<file path="config.mk">
export PLATFORM = sky130hd
export DESIGN_NAME = vec_operand_packer_flat
export DESIGN_NICKNAME = d
export VERILOG_FILES = /design/src/rtl/vec_operand_packer_pkg.sv /design/src/rtl/vec_operand_packer_if.sv /design/src/rtl/vec_operand_packer_valid_delay_pipe.sv /design/src/rtl/vec_operand_packer.sv /design/src/flat_wrapper.sv
export SDC_FILE = /design/constraint.sdc
export NUM_CORES = 1
export LEC_CHECK = 0
export ABC_AREA = 1
export BUFFER_PORTS_ARGS = -buffer_cell sky130_fd_sc_hd__buf_2
export CORE_UTILIZATION = 51
export DETAILED_ROUTE_END_ITERATION = 10
export PLACE_DENSITY = 0.87
export SLEW_MARGIN = 20
export SYNTH_ARGS = -nofsm -noshare
export SYNTH_HDL_FRONTEND = slang
export SYNTH_SLANG_ARGS = --single-unit
</file>
<file path="constraint.sdc">
create_clock -name clock -period 2.1 [get_ports clock]
set_clock_uncertainty 0.05 [all_clocks]
set_input_delay 0.315 -clock clock [delete_from_list [all_inputs] [get_ports clock]]
set_output_delay 0.315 -clock clock [all_outputs]
set_load 0.03 [all_outputs]
</file>
<file path="src/rtl/vec_operand_packer_pkg.sv">
// Shared definitions for the vector adder datapath: the packer, the adder and the result consumer.
package vec_pkg;

  localparam int unsigned W_DEF   = 8;
  localparam int unsigned N_DEF   = 4;
  localparam int unsigned LAT_DEF = 2;

  typedef logic [W_DEF-1:0] elem_t;

  // Width of a lane count, sized so that the full-vector value N fits.
  function automatic int unsigned cnt_w(input int unsigned n);
    return $clog2(n + 1);
  endfunction

endpackage

</file>
<file path="src/rtl/vec_operand_packer_if.sv">
// Element stream in, packed vector plus result-valid sideband out.
interface vec_operand_packer_if
  import vec_pkg::*;
#(
  parameter int unsigned W = W_DEF,
  parameter int unsigned N = N_DEF
);

  localparam int unsigned CW = cnt_w(N);

  logic          in_valid;
  logic          in_ready;
  logic [W-1:0]  in_a;
  logic [W-1:0]  in_b;
  logic          flush;
  logic [W-1:0]  a [N];
  logic [W-1:0]  b [N];
  logic          vec_valid;
  logic          y_valid;
  logic [CW-1:0] y_count;

  modport master (
    output in_valid, in_a, in_b, flush,
    input  in_ready, a, b, vec_valid, y_valid, y_count
  );

  modport slave (
    input  in_valid, in_a, in_b, flush,
    output in_ready, a, b, vec_valid, y_valid, y_count
  );

endinterface

</file>
<file path="src/rtl/vec_operand_packer_valid_delay_pipe.sv">
// Fixed-depth shift register carrying a valid bit and a payload; advances every cycle.
module valid_delay_pipe
  import vec_pkg::*;
#(
  parameter int unsigned DEPTH = LAT_DEF,
  parameter int unsigned PW    = 3
) (
  input  logic          clk_i,
  input  logic          rst_ni,
  input  logic          valid_i,
  input  logic [PW-1:0] data_i,
  output logic          valid_o,
  output logic [PW-1:0] data_o
);

  logic          vld_q [DEPTH];
  logic [PW-1:0] dat_q [DEPTH];

  always_ff @(posedge clk_i or negedge rst_ni) begin
    if (!rst_ni) begin
      for (int unsigned i = 0; i < DEPTH; i++) begin
        vld_q[i] <= 1'b0;
        dat_q[i] <= '0;
      end
    end else begin
      vld_q[0] <= valid_i;
      dat_q[0] <= data_i;
      for (int unsigned i = 1; i < DEPTH; i++) begin
        vld_q[i] <= vld_q[i-1];
        dat_q[i] <= dat_q[i-1];
      end
    end
  end

  assign valid_o = vld_q[DEPTH-1];
  assign data_o  = dat_q[DEPTH-1];

endmodule

</file>
<file path="src/rtl/vec_operand_packer.sv">
// Packs a serial (a,b) element stream into N-lane vectors for the adder and tags
// the adder's output cycles that carry real results.
module vec_operand_packer
  import vec_pkg::*;
#(
  parameter int unsigned W   = W_DEF,
  parameter int unsigned N   = N_DEF,
  parameter int unsigned LAT = LAT_DEF
) (
  input logic           clock,
  input logic           reset,
  vec_operand_packer_if.slave bus
);

  localparam int unsigned CW = cnt_w(N);
  typedef logic [CW-1:0] cnt_t;

  logic [W-1:0] fill_a_q [N];
  logic [W-1:0] fill_a_d [N];
  logic [W-1:0] fill_b_q [N];
  logic [W-1:0] fill_b_d [N];
  logic [W-1:0] out_a_q  [N];
  logic [W-1:0] out_a_d  [N];
  logic [W-1:0] out_b_q  [N];
  logic [W-1:0] out_b_d  [N];
  logic [W-1:0] stage_a  [N];
  logic [W-1:0] stage_b  [N];

  cnt_t cnt_q, cnt_d;
  cnt_t vec_cnt_q, vec_cnt_d;
  cnt_t k;
  logic ready_q;
  logic vec_valid_q, vec_valid_d;
  logic accept;
  logic emit;

  assign accept = bus.in_valid && ready_q;

  // The element accepted this cycle is merged first, so a flush coinciding with
  // the Nth accept sees k == N and produces a single full emission.
  always_comb begin
    k = cnt_q + cnt_t'(accept);
    for (int unsigned i = 0; i < N; i++) begin
      stage_a[i] = fill_a_q[i];
      stage_b[i] = fill_b_q[i];
      if (accept && (cnt_q == cnt_t'(i))) begin
        stage_a[i] = bus.in_a;
        stage_b[i] = bus.in_b;
      end
    end

    emit        = (k == cnt_t'(N)) || (bus.flush && (k != '0));
    fill_a_d    = stage_a;
    fill_b_d    = stage_b;
    out_a_d     = out_a_q;
    out_b_d     = out_b_q;
    cnt_d       = k;
    vec_valid_d = emit;
    vec_cnt_d   = '0;

    if (emit) begin
      cnt_d     = '0;
      vec_cnt_d = k;
      for (int unsigned i = 0; i < N; i++) begin
        fill_a_d[i] = '0;
        fill_b_d[i] = '0;
        out_a_d[i]  = (cnt_t'(i) < k) ? stage_a[i] : '0;
        out_b_d[i]  = (cnt_t'(i) < k) ? stage_b[i] : '0;
      end
    end
  end

  always_ff @(posedge clock or negedge reset) begin
    if (!reset) begin
      for (int unsigned i = 0; i < N; i++) begin
        fill_a_q[i] <= '0;
        fill_b_q[i] <= '0;
        out_a_q[i]  <= '0;
        out_b_q[i]  <= '0;
      end
      cnt_q       <= '0;
      vec_cnt_q   <= '0;
      vec_valid_q <= 1'b0;
      ready_q     <= 1'b0;
    end else begin
      fill_a_q    <= fill_a_d;
      fill_b_q    <= fill_b_d;
      out_a_q     <= out_a_d;
      out_b_q     <= out_b_d;
      cnt_q       <= cnt_d;
      vec_cnt_q   <= vec_cnt_d;
      vec_valid_q <= vec_valid_d;
      ready_q     <= 1'b1;
    end
  end

  valid_delay_pipe #(
    .DEPTH (LAT),
    .PW    (CW)
  ) u_valid_delay_pipe (
    .clk_i   (clock),
    .rst_ni  (reset),
    .valid_i (vec_valid_q),
    .data_i  (vec_cnt_q),
    .valid_o (bus.y_valid),
    .data_o  (bus.y_count)
  );

  assign bus.in_ready  = ready_q;
  assign bus.a         = out_a_q;
  assign bus.b         = out_b_q;
  assign bus.vec_valid = vec_valid_q;

endmodule

</file>
<file path="src/flat_wrapper.sv">
// flat-port wrapper written by rule: the top's interface ports become plain ports
module vec_operand_packer_flat import vec_pkg::*;
#(
  parameter int unsigned W   = W_DEF,
  parameter int unsigned N   = N_DEF,
  parameter int unsigned LAT = LAT_DEF
)
  (clock, reset, bus_in_valid, bus_in_a, bus_in_b, bus_flush, bus_in_ready, bus_a, bus_b, bus_vec_valid, bus_y_valid, bus_y_count);
  vec_operand_packer_if #(.W(W), .N(N)) bus_i ();
  input logic clock;
  input logic reset;
  input wire logic [$bits(bus_i.in_valid)-1:0] bus_in_valid;
  input wire logic [$bits(bus_i.in_a)-1:0] bus_in_a;
  input wire logic [$bits(bus_i.in_b)-1:0] bus_in_b;
  input wire logic [$bits(bus_i.flush)-1:0] bus_flush;
  output wire logic [$bits(bus_i.in_ready)-1:0] bus_in_ready;
  output wire logic [$bits(bus_i.a)-1:0] bus_a;
  output wire logic [$bits(bus_i.b)-1:0] bus_b;
  output wire logic [$bits(bus_i.vec_valid)-1:0] bus_vec_valid;
  output wire logic [$bits(bus_i.y_valid)-1:0] bus_y_valid;
  output wire logic [$bits(bus_i.y_count)-1:0] bus_y_count;
  assign bus_i.in_valid = bus_in_valid;
  assign bus_i.in_a = bus_in_a;
  assign bus_i.in_b = bus_in_b;
  assign bus_i.flush = bus_flush;
  assign bus_in_ready = bus_i.in_ready;
  assign bus_a = {>>{bus_i.a}};
  assign bus_b = {>>{bus_i.b}};
  assign bus_vec_valid = bus_i.vec_valid;
  assign bus_y_valid = bus_i.y_valid;
  assign bus_y_count = bus_i.y_count;
  vec_operand_packer #(.W(W), .N(N), .LAT(LAT)) u_core (.clock(clock), .reset(reset), .bus(bus_i));
endmodule
</file>
# Word-level counts from Yosys, hierarchy flattened
# Index checks and enable logic that the tools add are counted.
# totals
in_bits	20
reg_bits	144
output_inout_bits	70
elab_cells	62
# op_classes
reduce_logical	9
n_lt_le_gt_ge	4
add_sub_neg	1
eq_ne	4
n_mux	20
# op_table
operator	n
8-bit 2-to-1 mux	16
32-bit 2-to-1 mux	2
3-bit by 2-bit == test with 1-bit output, second input constant	2
1-bit logical AND	6
1-bit by 3-bit less-than comparator with 1-bit output, first input constant	2
2-bit by 3-bit less-than comparator with 1-bit output, first input constant	2
3-bit 2-to-1 mux	2
3-bit by 1-bit adder with 3-bit output	1
3-bit by 1-bit == test with 1-bit output, second input constant	1
3-bit == test, second input constant	1
3-bit logical NOT	1
3-bit nonzero test	1
1-bit logical OR	1

# Logic depth before layout (Yosys ltp)
# logic_depth
depth_word	6
depth_mapped	11
depth_no_buf	10

# Hierarchy
# A second synthesis with hierarchy kept.
# hier_totals
cells_unflattened	719
area_unflattened_um2	6127.1
# by_module_without_submodules
mod	cells_each	area_per_inst_um2	seq_area_each_um2	n_inst
vec_operand_packer	708	5904.4	3403.3	1
valid_delay_pipe	11	222.7	200.2	1

# Worst setup path after synthesis
# Ideal clock, no wire load.
# synth_timing
path_kind	register -> register
startpoint	register u_core.ready_q, in the netlist u_core.bus.in_ready
endpoint	register u_core.fill_a_q[24] (netlist name)
path_buffers	2
period_less_slack_ns	2.146
slack_ns	-0.046
stages_incl_launch_ff	11
required_ns	1.929
setup_ns	0.121
t_arrival_ns	1.975
path_cell_list	dfrtp_1 nand2_1 inv_1 ha_1 ha_1 nor2_1 nand3_1 nand2_2 buf_2 buf_2 nor2_1
# synth_lines
element	line_no	source
from (decl)	vec_operand_packer.sv:32	logic ready_q;
from (signal assigned)	vec_operand_packer.sv:84	ready_q <= 1'b0;
from (signal assigned)	vec_operand_packer.sv:93	ready_q <= 1'b1;
to (signal assigned)	vec_operand_packer.sv:86	fill_a_q <= fill_a_d;
to (decl)	vec_operand_packer.sv:18	logic [W-1:0] fill_a_q [N];

==> impl_metrics.py <==
metrics = {
    "status": {
        "status": "finished, final reports clean",
    },
    "worst_setup_path": {
        "crit_slowest_cell": "dfrtp_2",
        "slowest_delay_ns": 0.40,
        "reg2reg_depth": 9,
        "cp_max_fo": 20,
        "crit_chain": "nand2_1 > inv_1 > ha_1 > ha_2 > o21ai_4 > buf_4 > nand2_4 > clkbuf_16 > a21oi_1",
        "critPathLaunchType": "register",
        "ff2ff_setup_slack_ns": 0.06,
        "r2r_start": "u_core.bus.in_ready$_DFF_PN0_",
        "r2r_end": "u_core.fill_b_q[12]$_DFF_PN0_",
        "worst-setup-path-type": "reg -> reg",
        "critPathCaptureType": "register",
        "crit_path_start": "u_core.bus.in_ready$_DFF_PN0_",
        "critPathArrivalTime_ns": 2.32,
        "cp.required_ns": 2.38,
    },
    "job": {
        "maxCapViolCount": 0,
    },
    "worst_hold_path": {
        "hold_class": "in -> reg",
        "holdPathEnd": "u_core.fill_a_q[10]$_DFF_PN0_",
        "min_path_cells": 3,
        "worstHoldStart": "bus_in_a[2]",
    },
    "clock_tree": {
        "htreeDepth": 4,
        "clockBufferDepth": 2,
        "cts-root-buf": "clkbuf_16",
        "cts.sinks": 144,
        "clkLatencyLatePin_ns": 0.42,
        "cts_tree": "done",
        "numCtsBuffers": 17,
        "clk_pin_slew_ns": 0.06,
    },
    "detailed_routing": {
        "wl_per_cell_um": 17.02,
        "routed_wl_um": 15930,
        "drc": 0,
        "ant_nets": 0,
        "drt-vias-per-instance": 5.544,
        "first_iter_violations": 456,
        "via_count": 5189,
        "drt_pass1_iterations": 6,
    },
    "yosys": {
        "seq_area_frac_synth_pct": 60.45,
        "syn_area_sq_um": 5961,
        "ys_seq_elements": 144,
        "synthTopCellsByArea": "dfrtp_1 (60%), nand2_1 (12%), nand3_1 (9.5%)",
        "postSynthCellCount": 684,
        "synthDistinctLibCells": 18,
        "avgSynthCellArea_sq_um": 8.714,
        "synth_largest_area_cell": "dfrtp_1",
        "yosys_warnings": 0,
        "synthesis.nets": 706,
        "yosysTopAreaCellShare_pct": 60.45,
    },
    "sta": {
        "worst_pin_slew_ns": 0.5863,
        "relSlewSlack_pct": 60.82,
        "finalMaxSlewViolations": 0,
        "setup_violations": 0,
        "fmax_mhz": 489.3,
        "fin_setup_tns_ns": 0,
        "final.period_utilization_pct": 97.33,
        "finalHoldViolCount": 0,
        "fin_crit_ns": 2.044,
    },
    "global_route": {
        "grt_antenna_before_repair": 0,
        "overflow": 0,
        "grt_pass1_wl_um": 24630,
        "grt_max_degree": 55,
        "grt_use_total_pct": 27.47,
        "grt_pass1_vias": 5025,
    },
    "layout": {
        "syn_to_final_growth_pct": 24.62,
        "num-fill-cells": 882,
        "final_common_cell": "nand2_1",
        "diodes": 0,
        "mostFrequentLayoutCells": "nand2_1 (198), dfrtp_1 (143), nand3_1 (112), buf_2 (88), inv_1 (55)",
        "finish.utilization_pct": 65.06,
        "nets": 802,
        "drive_gt1_share_pct": 20.43,
    },
    "floorplan": {
        "start_util_pct": 52.20,
        "num_rows": 39,
        "die_y_um": 110.1,
        "core_region_area_sq_um": 11420,
        "dieArea_sq_um": 12120,
        "die_x_um": 110.1,
        "num_io_pins": 90,
    },
    "pwr": {
        "power.total_mw": 11.11,
        "irDropWorstVdd_mv": 1.019,
        "p_per_area_nw_per_um2": 1496,
        "leakagePower_nw": 4.146,
    },
    "placed_design": {
        "numPortBuffers": 89,
        "dp.final_hpwl_um": 9876,
        "gp_congestion": 0.8631,
    },
}
through the flow:
step	cell area (sq um)	hold slack (ns)	setup slack, ns	std cells
6_report	7428	0.1502	0.05607	936
5_1_grt	7428	0.1560	-0.04325	936
4_1_cts	7340	0.1450	0.02877	933
3_5_place_dp	6711	0.2619	0.003485	900
3_3_place_gp	6711	0.2609	0.04299	900
2_1_floorplan	5962	-0.03059	-0.005556	684
state kept, by name, summed over array words and instances (netlist names):
name and flops:
u_core.bus.a 32, u_core.u_valid_delay_pipe.dat_q 3, u_core.bus.vec_valid 1, u_core.cnt_q 3, u_core.fill_b_q 32, u_core.vec_cnt_q 3
u_core.u_valid_delay_pipe.vld_q 1, u_core.u_valid_delay_pipe.data_o 3, u_core.bus.in_ready 1, u_core.fill_a_q 32, u_core.bus.b 32, u_core.u_valid_delay_pipe.valid_o 1
cell usage after synthesis (all sizes together):
cell type    n
nand2      201
dfrtp      144
nand3      113
nor2        59
inv         56
a21oi       34
buf         24
o21ai       18
clkbuf      16
nor2b       16
ha           2
conb         1
cell type report:
class / count / area [sq um] / area share, %
clock buffer: 20 / 456.7 / 6.148
clock inverter: 12 / 157.7 / 2.122
inverter: 56 / 210.2 / 2.830
multi-input combinational: 445 / 2013 / 27.10
sequential: 144 / 3605 / 48.53
tap: 143 / 178.9 / 2.409
timing repair buffer: 116 / 807.0 / 10.86
logic make-up (layout without fill, tap and decap cells):
group                      count (synthesis)  in the layout  share of synthesized area [%]
adders and majority gates                  2              2                         0.4197
DFF                                      144            144                          60.45
buffers and inverters                     96            204                          6.801
other                                      1              1                        0.06291
and+or+nand+nor                          389            390                          27.83
AOI/OAI and AO/OA                         52             52                          4.429
layer usage:
metal | up-vias | part of all wire, % | global-route usage [%]
met2 | 274 | 49 | 44.24
met3 | 64 | 6.8 | 5.467
li1 | 2349 | - | -
met4 | 0 | 4.2 | 14.57
met1 | 2502 | 40 | 35.22
met5 | - | 0 | 0
worst max-delay path by stage:
stage	to	slack (ns)	cells after the start
2_1_floorplan	u_core.fill_a_q[24]$_DFF_PN0_	-0.006	10
3_3_place_gp	u_core.bus.b[13]$_DFFE_PN0P_	0.04	10
3_5_place_dp	u_core.bus.a[6]$_DFFE_PN0P_	0.003	10
4_1_cts	u_core.bus.b[29]$_DFFE_PN0P_	0.03	10
5_1_grt	u_core.bus.a[2]$_DFFE_PN0P_	-0.04	10
6_report	u_core.fill_b_q[12]$_DFF_PN0_	0.06	9
report_power, final:
part           switching [mW]  total (mW)  internal, mW
clock                    1.19        3.13          1.94
sequential              0.332        3.89          3.56
combinational            2.79        4.09          1.30
critical path: cells and delay by family, from the launching register on:
kind	cells	cell delay, ns
adder cells (fa/ha/maj)	2	0.48
buffers and inverters	3	0.45
AO/OA/AOI/OAI	2	0.41
flip-flops	1	0.40
AND/OR/NAND/NOR	2	0.17
what timing repair did:
| action | 4_1_cts | 5_1_grt |
|---|---|---|
| gates cloned | 0 | 2 |
| hold buffers | 1 | 0 |
| setup endpoints to repair | 1 | 107 |
| hold endpoints to repair | 51 | 0 |
| buffers inserted | 0 | 1 |
| pin swaps | 0 | 2 |
| gates resized for setup | 1 | 11 |
No activity file was read; power rests on OpenSTA's default activity.
